[src/rtl/pipe_pkg.sv]
// Shared pipeline definitions: instruction type codes, per-type predicates,
// forwarding select encodings and the micro-op summary payload.
package pipe_pkg;

  localparam int unsigned INS_W = 6;
  localparam int unsigned REG_W = 5;
  localparam int unsigned FWD_W = 2;

  typedef enum logic [INS_W-1:0] {
    INS_BUBBLE = 6'd0,
    INS_ALU    = 6'd1,
    INS_LW     = 6'd2,
    INS_SW     = 6'd3,
    INS_DIV    = 6'd4,
    INS_DIVU   = 6'd5,
    INS_MFHI   = 6'd6,
    INS_MFLO   = 6'd7,
    INS_BEQ    = 6'd8
  } ins_type_e;

  localparam logic [FWD_W-1:0] FWD_RF  = 2'b00;
  localparam logic [FWD_W-1:0] FWD_EX  = 2'b01;
  localparam logic [FWD_W-1:0] FWD_MEM = 2'b10;

  typedef enum logic [1:0] {
    DIV_IDLE = 2'd0,
    DIV_BUSY = 2'd1,
    DIV_DONE = 2'd2
  } div_state_e;

  // Summary of one in-flight micro-op as carried by the transfer line
  typedef struct packed {
    logic [INS_W-1:0] ins_type;
    logic [REG_W-1:0] wb_dest;
  } uop_sum_t;

  function automatic logic writes_reg(input logic [INS_W-1:0] t);
    return t inside {INS_ALU, INS_LW, INS_MFHI, INS_MFLO};
  endfunction

  function automatic logic is_load(input logic [INS_W-1:0] t);
    return t == INS_LW;
  endfunction

  function automatic logic is_div(input logic [INS_W-1:0] t);
    return t inside {INS_DIV, INS_DIVU};
  endfunction

  function automatic logic reads_hilo(input logic [INS_W-1:0] t);
    return t inside {INS_MFHI, INS_MFLO};
  endfunction

  // A stage produces a forwardable register result
  function automatic logic producer_valid(input uop_sum_t u);
    return (u.ins_type != INS_BUBBLE) && writes_reg(u.ins_type) && (u.wb_dest != '0);
  endfunction

endpackage

[src/rtl/div_sequencer.sv]
// Multi-cycle divider sequencer: launch -> DIV_LAT busy cycles -> one done cycle.
module div_sequencer
  import pipe_pkg::*;
#(
  parameter int unsigned DIV_LAT = 32
) (
  input  logic clk,
  input  logic rst_n,
  input  logic start,
  output logic busy,
  output logic done
);

  localparam int unsigned CNT_W = $clog2(DIV_LAT);
  localparam logic [CNT_W-1:0] LOAD = CNT_W'(DIV_LAT - 1);

  div_state_e       state;
  logic [CNT_W-1:0] count;

  // busy/done are registered alongside the state they decode
  always_ff @(posedge clk or negedge rst_n) begin
    if (!rst_n) begin
      state <= DIV_IDLE;
      count <= '0;
      busy  <= 1'b0;
      done  <= 1'b0;
    end else begin
      busy <= 1'b0;
      done <= 1'b0;
      case (state)
        DIV_IDLE: begin
          if (start) begin
            state <= DIV_BUSY;
            count <= LOAD;
            busy  <= 1'b1;
          end
        end
        DIV_BUSY: begin
          if (count == '0) begin
            state <= DIV_DONE;
            done  <= 1'b1;
          end else begin
            count <= count - 1'b1;
            busy  <= 1'b1;
          end
        end
        DIV_DONE: begin
          if (start) begin
            state <= DIV_BUSY;
            count <= LOAD;
            busy  <= 1'b1;
          end else begin
            state <= DIV_IDLE;
          end
        end
        default: state <= DIV_IDLE;
      endcase
    end
  end

endmodule

[src/rtl/hazard_stall_ctrl.sv]
// Hazard/stall controller: load-use and HI/LO interlocks, operand forwarding
// selects, divider launch and a saturating stall-cycle counter.
module hazard_stall_ctrl
  import pipe_pkg::*;
#(
  parameter int unsigned DIV_LAT = 32,
  parameter int unsigned CNT_W   = 32
) (
  input  logic             clk,
  input  logic             rst_n,
  input  logic             id_valid,
  input  logic [INS_W-1:0] id_insType,
  input  logic [REG_W-1:0] id_rs,
  input  logic [REG_W-1:0] id_rt,
  input  logic             id_use_rs,
  input  logic             id_use_rt,
  input  logic [INS_W-1:0] EX_insType,
  input  logic [INS_W-1:0] MEM_insType,
  input  logic [REG_W-1:0] EX_WBDest,
  input  logic [REG_W-1:0] MEM_WBDest,
  output logic             stall,
  output logic [FWD_W-1:0] fwd_rs,
  output logic [FWD_W-1:0] fwd_rt,
  output logic             div_start,
  output logic             div_busy,
  output logic             div_done,
  output logic [CNT_W-1:0] stall_cycles
);

  uop_sum_t ex_sum;
  uop_sum_t mem_sum;
  logic     ex_prod;
  logic     mem_prod;
  logic     ex_load;
  logic     load_use_rs;
  logic     load_use_rt;
  logic     hilo_wait;
  logic     div_wait;
  logic     stall_raw;

  assign ex_sum   = '{ins_type: EX_insType,  wb_dest: EX_WBDest};
  assign mem_sum  = '{ins_type: MEM_insType, wb_dest: MEM_WBDest};
  assign ex_prod  = producer_valid(ex_sum);
  assign mem_prod = producer_valid(mem_sum);
  assign ex_load  = is_load(EX_insType);

  // A load still in EX has no result yet, so it shadows any older MEM match
  function automatic logic [FWD_W-1:0] pick_src(input logic rd_en,
                                                input logic [REG_W-1:0] src,
                                                input logic ex_ok,
                                                input logic ex_ld,
                                                input logic [REG_W-1:0] ex_dst,
                                                input logic mem_ok,
                                                input logic [REG_W-1:0] mem_dst);
    if (!rd_en)                     return FWD_RF;
    if (ex_ok && (ex_dst == src))   return ex_ld ? FWD_RF : FWD_EX;
    if (mem_ok && (mem_dst == src)) return FWD_MEM;
    return FWD_RF;
  endfunction

  assign load_use_rs = id_use_rs && ex_prod && ex_load && (EX_WBDest == id_rs);
  assign load_use_rt = id_use_rt && ex_prod && ex_load && (EX_WBDest == id_rt);
  assign hilo_wait   = reads_hilo(id_insType) && (div_busy || div_done);
  assign div_wait    = is_div(id_insType) && div_busy;
  assign stall_raw   = id_valid && (load_use_rs || load_use_rt || hilo_wait || div_wait);

  // Combinational outputs are held quiet while reset is asserted
  assign stall     = rst_n && stall_raw;
  assign div_start = rst_n && id_valid && is_div(id_insType) && !stall_raw;
  assign fwd_rs    = rst_n ? pick_src(id_use_rs, id_rs, ex_prod, ex_load, EX_WBDest,
                                      mem_prod, MEM_WBDest) : FWD_RF;
  assign fwd_rt    = rst_n ? pick_src(id_use_rt, id_rt, ex_prod, ex_load, EX_WBDest,
                                      mem_prod, MEM_WBDest) : FWD_RF;

  div_sequencer #(
    .DIV_LAT (DIV_LAT)
  ) u_div_seq (
    .clk   (clk),
    .rst_n (rst_n),
    .start (div_start),
    .busy  (div_busy),
    .done  (div_done)
  );

  always_ff @(posedge clk or negedge rst_n) begin
    if (!rst_n) begin
      stall_cycles <= '0;
    end else if (stall && (stall_cycles != '1)) begin
      stall_cycles <= stall_cycles + 1'b1;
    end
  end

endmodule

[config.mk]
export PLATFORM = sky130hd
export DESIGN_NAME = hazard_stall_ctrl
export DESIGN_NICKNAME = d
export VERILOG_FILES = /design/src/rtl/pipe_pkg.sv /design/src/rtl/div_sequencer.sv /design/src/rtl/hazard_stall_ctrl.sv
export SDC_FILE = /design/constraint.sdc
export NUM_CORES = 1
export LEC_CHECK = 0
export CORE_UTILIZATION = 30
export CTS_BUF_LIST = sky130_fd_sc_hd__clkbuf_4
export DETAILED_ROUTE_END_ITERATION = 10
export GPL_ROUTABILITY_DRIVEN = 1
export HOLD_SLACK_MARGIN = 0.08
export PLACE_DENSITY = 0.69
export RECOVER_POWER = 100
export SYNTH_ARGS = -nofsm -noshare
export SYNTH_HDL_FRONTEND = slang
export SYNTH_SLANG_ARGS = --single-unit
[constraint.sdc]
create_clock -name clk -period 3.3 [get_ports clk]
set_clock_uncertainty 0.2 [all_clocks]
set_input_delay 0.825 -clock clk [delete_from_list [all_inputs] [get_ports clk]]
set_output_delay 0.825 -clock clk [all_outputs]
set_load 0.02 [all_outputs]
After elaboration in Yosys (flattened, before gate mapping)
Cells that the tools add are included.
- register bits: 41
- bits of input ports: 43
- output and inout port bits: 40
- $add $sub $neg: 2
- eq/ne operators: 23
- muxes and demuxes: 37
- reduce and logical (&&, ||, !) cells: 41
- operator list (kind ; number):
    $eq 6x3->1 const B ; 8
    $add 32x1->32 const B ; 1
    $mux 2 ; 16
    $ne 32x32->1 const B ; 1
    $logic_and 1x1->1 ; 22
    $eq 5x5->1 ; 4
    $mux 1 ; 16
    $eq 6x1->1 const B ; 2
    $eq 6x2->1 const B ; 2
    $reduce_bool 6->1 ; 2
    $mux 5 ; 2
    $pmux 5 s2 ; 1
    $reduce_bool 5->1 ; 2
    $reduce_bool 4->1 ; 2
    $pmux 2 s3 ; 1
    $reduce_bool 2->1 ; 3
    $logic_not 5->1 ; 1
    $sub 5x1->5 const B ; 1
    $logic_or 1x1->1 ; 4
    $ne 2x1->1 const B ; 2
    $ne 2x2->1 const B ; 2
    $reduce_and 3->1 ; 1
    $eq 2x1->1 const B ; 1
    $eq 2x2->1 const B ; 1
    other kinds (5) ; 5

Depth between registers and ports, before layout
Gate-level depths: netlist of the first run.
- depth after elaboration: 15
- depth in mapped cells: 9
- mapped depth without buffers: 8

By module
Synthesis of the first run repeated with hierarchy kept, for this count alone.
- cells, all modules: 230
- area, all modules: 2383.5 um^2
- by module, submodules not included (module ; instances ; cells each ; area an instance (um^2) ; seq. area each (um^2)):
    hazard_stall_ctrl ; 1 ; 197 ; 1994.4 ; 800.8
    div_sequencer ; 1 ; 33 ; 389.1 ; 225.2

Worst setup path before layout of the first run
OpenSTA, ideal clock, no wires.
- path type: input to output
- start: in EX_insType[5]
- end: out stall
- arrival: 2.355 ns
- data required time: 2.275 ns
- setup slack: -0.080 ns
- stages: 6
- path buffers: 1
- cell sequence: or3_1 or4b_4 a21oi_4 o21bai_1 buf_2 inv_1
- longest elaborated chain between the ends: 12
- ends and longest elaborated chain (item ; RTL line ; source):
    start, declared ; hazard_stall_ctrl.sv:17 ; input logic [INS_W-1:0] EX_insType,
    $eq 6x1->1, or another cell as far along ; pipe_pkg.sv:38 ; return t inside {INS_ALU, INS_LW, INS_MFHI, INS_MFLO};
    $reduce_bool 4->1 ; pipe_pkg.sv:38 ;
    $logic_and 1x1->1 (2 in a row) ; pipe_pkg.sv:55 ; return (u.ins_type != INS_BUBBLE) && writes_reg(u.ins_type) && (u.wb_dest != '0);
    $logic_and 1x1->1, on equally long branches (3 in a row) ; hazard_stall_ctrl.sv:61, hazard_stall_ctrl.sv:62 ;
    $logic_or 1x1->1 * (3 in a row) ; hazard_stall_ctrl.sv:65 ; assign stall_raw = id_valid && (load_use_rs || load_use_rt || hilo_wait || div_wait);
    $logic_and 1x1->1 * ; hazard_stall_ctrl.sv:65 ;
    $logic_and 1x1->1 * ; hazard_stall_ctrl.sv:68 ; assign stall = rst_n && stall_raw;
    end, declared ; hazard_stall_ctrl.sv:21 ; output logic stall,
Every way passes the cells marked *; elsewhere a longest branch is shown, timed or not.

Final worst setup path of the first run
- start: in EX_insType[3]
- end: out div_start
- longest elaborated chain between the ends: 13
- ends and longest elaborated chain (item ; RTL line ; source):
    $eq 6x1->1, or another cell as far along ; pipe_pkg.sv:38 ;
    $reduce_bool 4->1 ; pipe_pkg.sv:38 ;
    $logic_and 1x1->1 (2 in a row) ; pipe_pkg.sv:55 ;
    $logic_and 1x1->1, on equally long branches (3 in a row) ; hazard_stall_ctrl.sv:61, hazard_stall_ctrl.sv:62 ;
    $logic_or 1x1->1 * (3 in a row) ; hazard_stall_ctrl.sv:65 ;
    $logic_and 1x1->1 * ; hazard_stall_ctrl.sv:65 ;
    $logic_not 1->1 * ; hazard_stall_ctrl.sv:69 ; assign div_start = rst_n && id_valid && is_div(id_insType) && !stall_raw;
    $logic_and 1x1->1 * ; hazard_stall_ctrl.sv:69 ;
    end, declared ; hazard_stall_ctrl.sv:24 ; output logic div_start,
Marks and branches as above.

==> flow_metrics.py, run 1 <==
metrics = {
    "status": {
        "outcome": "complete, but fails checks",
        "violations": "negative setup slack",
    },
    "clock_network": {
        "clkLatencyLatePin_ns": 0.37,
        "cts_made_buffers": 5,
        "cts_tree": "done",
        "clk_pin_slew_ns": 0.12,
        "ctsHoldBuffers": 0,
        "clock-sinks": 41,
        "cts_buffer_depth": 2,
        "htreeDepth": 2,
        "cts_root_buf": "clkbuf_4",
    },
    "timing": {
        "timing.fmax_mhz": 297,
        "hold_violations": 0,
        "drv_slew": 0,
        "worst_slew_pin_slew_ns": 1.18,
        "period_share_pct": 102,
        "fin_crit_ns": 3.37,
        "finalSetupViolations": 2,
        "maxSlewHeadroom_pct": 21.2,
        "setup_slack_ns": -0.0711,
        "rsz0062_at_grt": "true",
    },
    "synthesis": {
        "synth_warnings": 0,
        "synth_edf_count": 0,
        "synthFlopType": "dfrtp_1",
        "post-synth-top-area-cell": "dfrtp_1",
        "ys_seq_elements": 41,
        "synth_common_cells": "41 x dfrtp_1, 40 x xor2_1, 25 x nor3_1",
        "syn_inst": 249,
        "avgSynthCellArea_um2": 9.72,
        "synth_nets": 295,
        "ys_seq_area_share_pct": 42.4,
        "yosysUniqueCellTypes": 44,
        "synth.top_cell.area_share_pct": 42.4,
        "ys_top_cells_by_area": "dfrtp_1 42%, xor2_1 14%, xnor2_1 5.4%, nor3_1 5.2%, nand2_1 3.4%",
        "synthArstFlopShare_pct": 100,
        "synth.most_common_cell": "dfrtp_1",
        "synth_area_um2": 2420,
    },
    "detailed_routing": {
        "via_count": 2251,
        "drc": 0,
        "wirelength_um": 6610,
        "wl_per_cell_um": 14.2,
        "first_pass_iters": 4,
        "drtIter0Drc": 120,
        "ant_nets": 0,
        "viasPerCell": 4.84,
    },
    "layout": {
        "fin_nets": 408,
        "diodes": 0,
        "multiInputGateArea_um2": 1450,
        "finalNonFillerCells": 465,
        "syn_to_final_growth_pct": 52.8,
        "layout-drive-gt1-share_pct": 21.2,
        "seq_area_um2": 1030,
        "fillCellCount": 737,
    },
    "worst_setup_path": {
        "crit_chain": "buf_6 -> or3_4 -> or4b_4 -> a21oi_4 -> nor2_2 -> and2_4 -> buf_6",
        "start_kind": "input pin",
        "cp_data_required_time_ns": 2.27,
        "critical_path.most_common_cell": "buf_6",
        "cp_slowest_cell": "or4b_4",
        "cp_slowest_stage_delay_ns": 0.52,
        "cp.arrival_ns": 2.35,
        "criticalPathCategory": "in -> out",
        "cp-end-kind": "output pin",
        "critPathMaxFanout": 3,
    },
    "floorplan": {
        "die-area_um2": 8430,
        "fp-row-count": 32,
        "start_util_pct": 31.2,
        "io_pins": 83,
        "die_w_um": 91.8,
        "core_um2": 7770,
        "die_y_um": 91.8,
    },
    "power": {
        "power_density_nw_per_um2": 302,
        "finalPower_uw": 1120,
        "p_sw_share_pct": 27.6,
        "ir_worst_vdd_uv": 199,
        "p_sw_uw": 308,
        "p_int_uw": 809,
        "clkPwrFrac_pct": 30.0,
        "power_frac_comb_pct": 19.5,
        "p_seq_share_pct": 50.5,
        "cellLeakagePower_uw": 0.00170,
    },
    "flow_run": {
        "max-cap-violations": 0,
    },
    "hold_path": {
        "hold_class": "reg -> reg",
    },
    "global_route": {
        "grt_pass1_vias": 2243,
        "grt_max_degree": 23,
        "grt_util_all_layers_pct": 16.3,
        "grt_pass1_wl_um": 10800,
        "antenna_found_initial": 0,
        "overflow": 0,
    },
    "placed_design": {
        "io_buffers": 81,
        "place.gp.congestion": 0.811,
        "dp_cells": 456,
        "dpl.hpwl_um": 5190,
    },
}
[cells by family (layout without fill, tap and decap cells)]
group / Yosys count / after routing / share of synthesized area [%]
compound gates: 12 / 12 / 3.88
mux: 1 / 1 / 0.465
buf+inv: 11 / 125 / 1.91
flops: 41 / 41 / 42.4
fa+ha+maj: 3 / 3 / 1.55
xor+xnor: 55 / 55 / 19.9
simple gates: 126 / 126 / 29.9
[registers in the layout, indices dropped and copies added (netlist names)]
name and cells:
stall_cycles 32, u_div_seq.busy 1, u_div_seq.count 5, u_div_seq.done 1
u_div_seq.state 2
[cell type report]
class | instances | share of cell area [%]
Tap cell | 102 | 3.45
Clock inverter | 3 | 1.25
Sequential cell | 41 | 27.7
Inverter | 8 | 0.879
Clock buffer | 5 | 1.01
Multi-Input combinational cell | 197 | 39.1
Timing Repair Buffer | 109 | 26.6
[critical path: cells and delay by family]
family                 cells  cell delay (ns)
AOI/OAI and AO/OA          1             0.19
buffers and inverters      2             0.21
and+or+nand+nor            4             1.11
[final timing paths]
kind / to / slack, ns / cells past startpoint / start
max: div_start / -0.07 / 7 / EX_insType[3]
min: u_div_seq.state[1]$_DFFE_PN0P_ / 0.27 / 1 / u_div_seq.state[1]$_DFFE_PN0P_
max reg2reg: stall_cycles[17]$_DFFE_PN0P_ / 0.77 / 9 / stall_cycles[24]$_DFFE_PN0P_
min reg2reg: u_div_seq.state[1]$_DFFE_PN0P_ / 0.27 / 1 / u_div_seq.state[1]$_DFFE_PN0P_
max in group asynchronous: u_div_seq.count[2]$_DFFE_PN0P_ / 1.58 / 2 / rst_n
min in group asynchronous: u_div_seq.state[0]$_DFFE_PN0P_ / 0.36 / 2 / rst_n
[layout by cell type (no fill, tap or decap), types with 3 or more instances in the layout]
cell | netlist | final
clkdlybuf4s15_1 | 0 | 4
nand2b_1 | 3 | 3
nor3b_1 | 4 | 4
clkbuf_4 | 0 | 5
xnor2_1 | 15 | 14
nand2_1 | 22 | 22
nor3_1 | 25 | 19
and4_1 | 4 | 4
clkdlybuf4s50_1 | 0 | 24
a21oi_1 | 3 | 3
clkbuf_1 | 1 | 3
buf_2 | 1 | 6
dlygate4sd3_1 | 0 | 27
dlymetal6s2s_1 | 0 | 4
nor2_1 | 16 | 14
nand4_1 | 12 | 12
xor2_1 | 40 | 40
buf_4 | 1 | 25
dfrtp_1 | 41 | 41
nor3_2 | 1 | 6
nand3_1 | 12 | 11
nor4_1 | 6 | 6
inv_1 | 8 | 7
buf_6 | 0 | 4
nor4_2 | 4 | 4
dlygate4sd2_1 | 0 | 9
ha_1 | 3 | 3
[power groups by stage]
stage,Clock (uW),Combinational [uW],Sequential [uW]
CTS,340,220,564
global route,360,243,569
detailed placement,0,221,573
finish,334,218,564
floorplan,0,96.3,573
global placement,0,211,572
[layer usage]
layer	vias up	global-route usage (%)	part of all wire, %
met1	1071	21.0	43
li1	1111	-	-
met2	52	26.9	50
met4	0	5.73	2.9
met5	-	0	0
met3	17	3.73	4.4
[metrics by stage]
step	setup TNS, ns	area [um^2]	setup slack (ns)	hold WS, ns	util (%)
6_report	-0.0868	3700	-0.0711	0.266	47.6
5_1_grt	-0.227	3700	-0.128	0.295	47.6
3_3_place_gp	-7.74	3560	-0.858	0.236	45.8
4_1_cts	-0.0960	3670	-0.0650	0.220	47.2
3_5_place_dp	-9.14	3560	-0.906	0.247	45.8
2_1_floorplan	0	2430	0.0112	0.222	-
[repair_timing]
item | in CTS | in global routing
resized for setup | 76 | 18
pin swaps | 19 | 14
buffers inserted | 1 | 0
endpoints found under the setup margin | 6 | 6
No activity file was read; power rests on OpenSTA's default activity.
==> run 2, diff against run 1 <==
GPL_ROUTABILITY_DRIVEN = 0   (was 1)
==> results of run 2 <==
Same layout as run 1: the final DEF is identical, and so are final timing and power.
==> run 3, diff against run 2 <==
CTS_CLUSTER_DIAMETER = 120   (was not set)
PLACE_DENSITY = 0.67   (was 0.69)
clock period = 4.01 ns   (was 3.3 ns; I/O delays follow)
==> run 3 against run 2 <==
  * The run now ends clean
  * Critical path depth did not move
  * Sequential cell count did not move
  * Total power decreased by 25%
  * Sequential power shrank 18%
  * Register-to-register slack improved by 0.19 ns
  * Critical endpoint unchanged
  * Largest cell class unchanged
  * Highest routed layer unchanged
==> flow_metrics.py, run 3 (same netlist as run 1, synthesis figures left out) <==
metrics = {
    "floorplan": {
        "fp-row-count": 32,
        "die_y_um": 91.8,
        "die-area_um2": 8430,
        "die_w_um": 91.8,
        "start_util_pct": 31.2,
        "core_um2": 7770,
        "io_pins": 83,
    },
    "layout": {
        "reg_top3": "stall_cycles: 32 flops, u_div_seq.count: 5 flops, u_div_seq.state: 2 flops",
        "largest_reg_flops": 32,
        "final_common_cell": "dfrtp_1",
        "fin_nets": 403,
        "syn_to_final_growth_pct": 46.8,
        "layout-drive-gt1-share_pct": 13.7,
        "fillCellCount": 766,
        "seq_area_um2": 1030,
        "multiInputGateArea_um2": 1370,
        "diodes": 0,
        "largest-register": "stall_cycles",
        "most-common-layout-cells": "41 x dfrtp_1, 40 x xor2_1, 34 x clkdlybuf4s50_1, 34 x dlygate4sd3_1, 22 x nand2_1",
    },
    "global_route": {
        "grt_pass1_vias": 2239,
        "overflow": 0,
        "grt_util_all_layers_pct": 15.4,
        "grt_max_degree": 25,
        "grt_pass1_wl_um": 10300,
        "antenna_found_initial": 0,
    },
    "detailed_routing": {
        "first_pass_iters": 4,
        "drt-met1-wl_um": 2730,
        "wl_per_cell_um": 13.4,
        "via_count": 2224,
        "top_layer": "met4",
        "drtIter0Drc": 62,
        "viasPerCell": 4.85,
        "ant_nets": 0,
        "route.met2.wl_um": 2960,
        "wirelength_um": 6140,
        "drc": 0,
        "wl_met3_um": 384,
    },
    "hold_path": {
        "hold_class": "reg -> reg",
        "min_from": "u_div_seq.state[1]$_DFFE_PN0P_",
    },
    "timing": {
        "worst_slew_pin_slew_ns": 1.32,
        "timing.fmax_mhz": 254,
        "finalSetupViolations": 0,
        "hold_slack_ns": 0.256,
        "maxSlewHeadroom_pct": 11.7,
        "drv_slew": 0,
        "hold_violations": 0,
        "fin_crit_ns": 3.93,
        "period_share_pct": 98.1,
    },
    "clock_network": {
        "cts_buffer_depth": 2,
        "post_cts_buffers": 0,
        "htreeDepth": 2,
        "cts_made_buffers": 5,
        "clkLatencyLatePin_ns": 0.35,
        "ctsHoldBuffers": 0,
        "clk_pin_slew_ns": 0.11,
        "cts_tree": "done",
        "clock-sinks": 41,
        "cts_root_buf": "clkbuf_4",
    },
    "worst_setup_path": {
        "criticalPathCategory": "in -> out",
        "startpoint": "id_insType[3]",
        "cp-end-kind": "output pin",
        "r2r-start": "stall_cycles[15]$_DFFE_PN0P_",
        "critPathMaxFanout": 2,
        "cp_data_required_time_ns": 2.81,
        "cp.arrival_ns": 2.73,
        "start_kind": "input pin",
    },
    "power": {
        "cellLeakagePower_uw": 0.00164,
        "ir_worst_vdd_uv": 111,
        "finalPower_uw": 839,
        "power_density_nw_per_um2": 236,
    },
    "flow_run": {
        "max-cap-violations": 0,
    },
    "placed_design": {
        "io_buffers": 81,
        "dpl.hpwl_um": 4930,
    },
    "status": {
        "outcome": "completed",
    },
}
## run 3: changes by cell type in the layout (fill, tap and decap cells not counted), sizes merged, moves of 4 or more
cell	change
clkbuf	+5
dlygate4sd3	+7
clkdlybuf4s50	+10
clkdlybuf4s15	-4
dlygate4sd2	-8
buf	-15
## run 3: critical path: stages
cell and delay [ns]:
clkdlybuf4s50_1 0.39, or4b_2 0.74, nor2_4 0.17, buf_4 0.13, nor2_2 0.04, and2_4 0.14
buf_6 0.12
## run 3: worst paths after layout
| path | cells past startpoint | to | slack, ns |
|---|---|---|---|
| worst min-delay path | 1 | u_div_seq.state[1]$_DFFE_PN0P_ | 0.26 |
| min in group asynchronous | 2 | stall_cycles[2]$_DFFE_PN0P_ | 0.89 |
| worst max register to register | 8 | stall_cycles[13]$_DFFE_PN0P_ | 0.96 |
| worst max-delay path | 7 | div_start | 0.08 |
| worst min register to register | 1 | u_div_seq.state[1]$_DFFE_PN0P_ | 0.26 |
| max in group asynchronous | 2 | stall_cycles[5]$_DFFE_PN0P_ | 1.77 |
## run 3: area by class of cell
| cell class | instances | area share, % |
|---|---|---|
| Multi-Input combinational cell | 197 | 38.5 |
| Timing Repair Buffer | 104 | 26.9 |
| Clock inverter | 1 | 0.106 |
| Tap cell | 102 | 3.59 |
| Clock buffer | 6 | 1.27 |
| Sequential cell | 41 | 28.9 |
| Inverter | 8 | 0.845 |
## run 3: timing repair
item | 4_1_cts | 5_1_grt
endpoints found under the setup margin | 6 | 6
pin swaps | 1 | 7
resized for setup | 37 | 11
## run 3: report_power, final
group,switching [uW],total [uW],internal (uW)
logic,77.1,172,95.0
clock network,132,202,70.6
registers,25.6,465,439
## run 3: through the flow
| step | instances | setup TNS, ns | instance area (um^2) | utilization, % | setup WS, ns |
|---|---|---|---|---|---|
| floorplan | 249 | 0 | 2420 | - | 0.275 |
| global placement | 452 | -2.72 | 3510 | 45.2 | -0.522 |
| detailed placement | 452 | -2.79 | 3510 | 45.2 | -0.534 |
| CTS | 459 | -0.000326 | 3560 | 45.9 | -0.000326 |
| global route | 459 | -0.000427 | 3550 | 45.7 | -0.000427 |
| finish | 459 | 0 | 3550 | 45.7 | 0.0761 |
## run 3: metal layers
| layer | GRT usage (%) | up-vias |
|---|---|---|
| met4 | 3.52 | 0 |
| met5 | 0 | - |
| li1 | - | 1110 |
| met1 | 19.3 | 1045 |
| met3 | 4.73 | 8 |
| met2 | 26.1 | 61 |
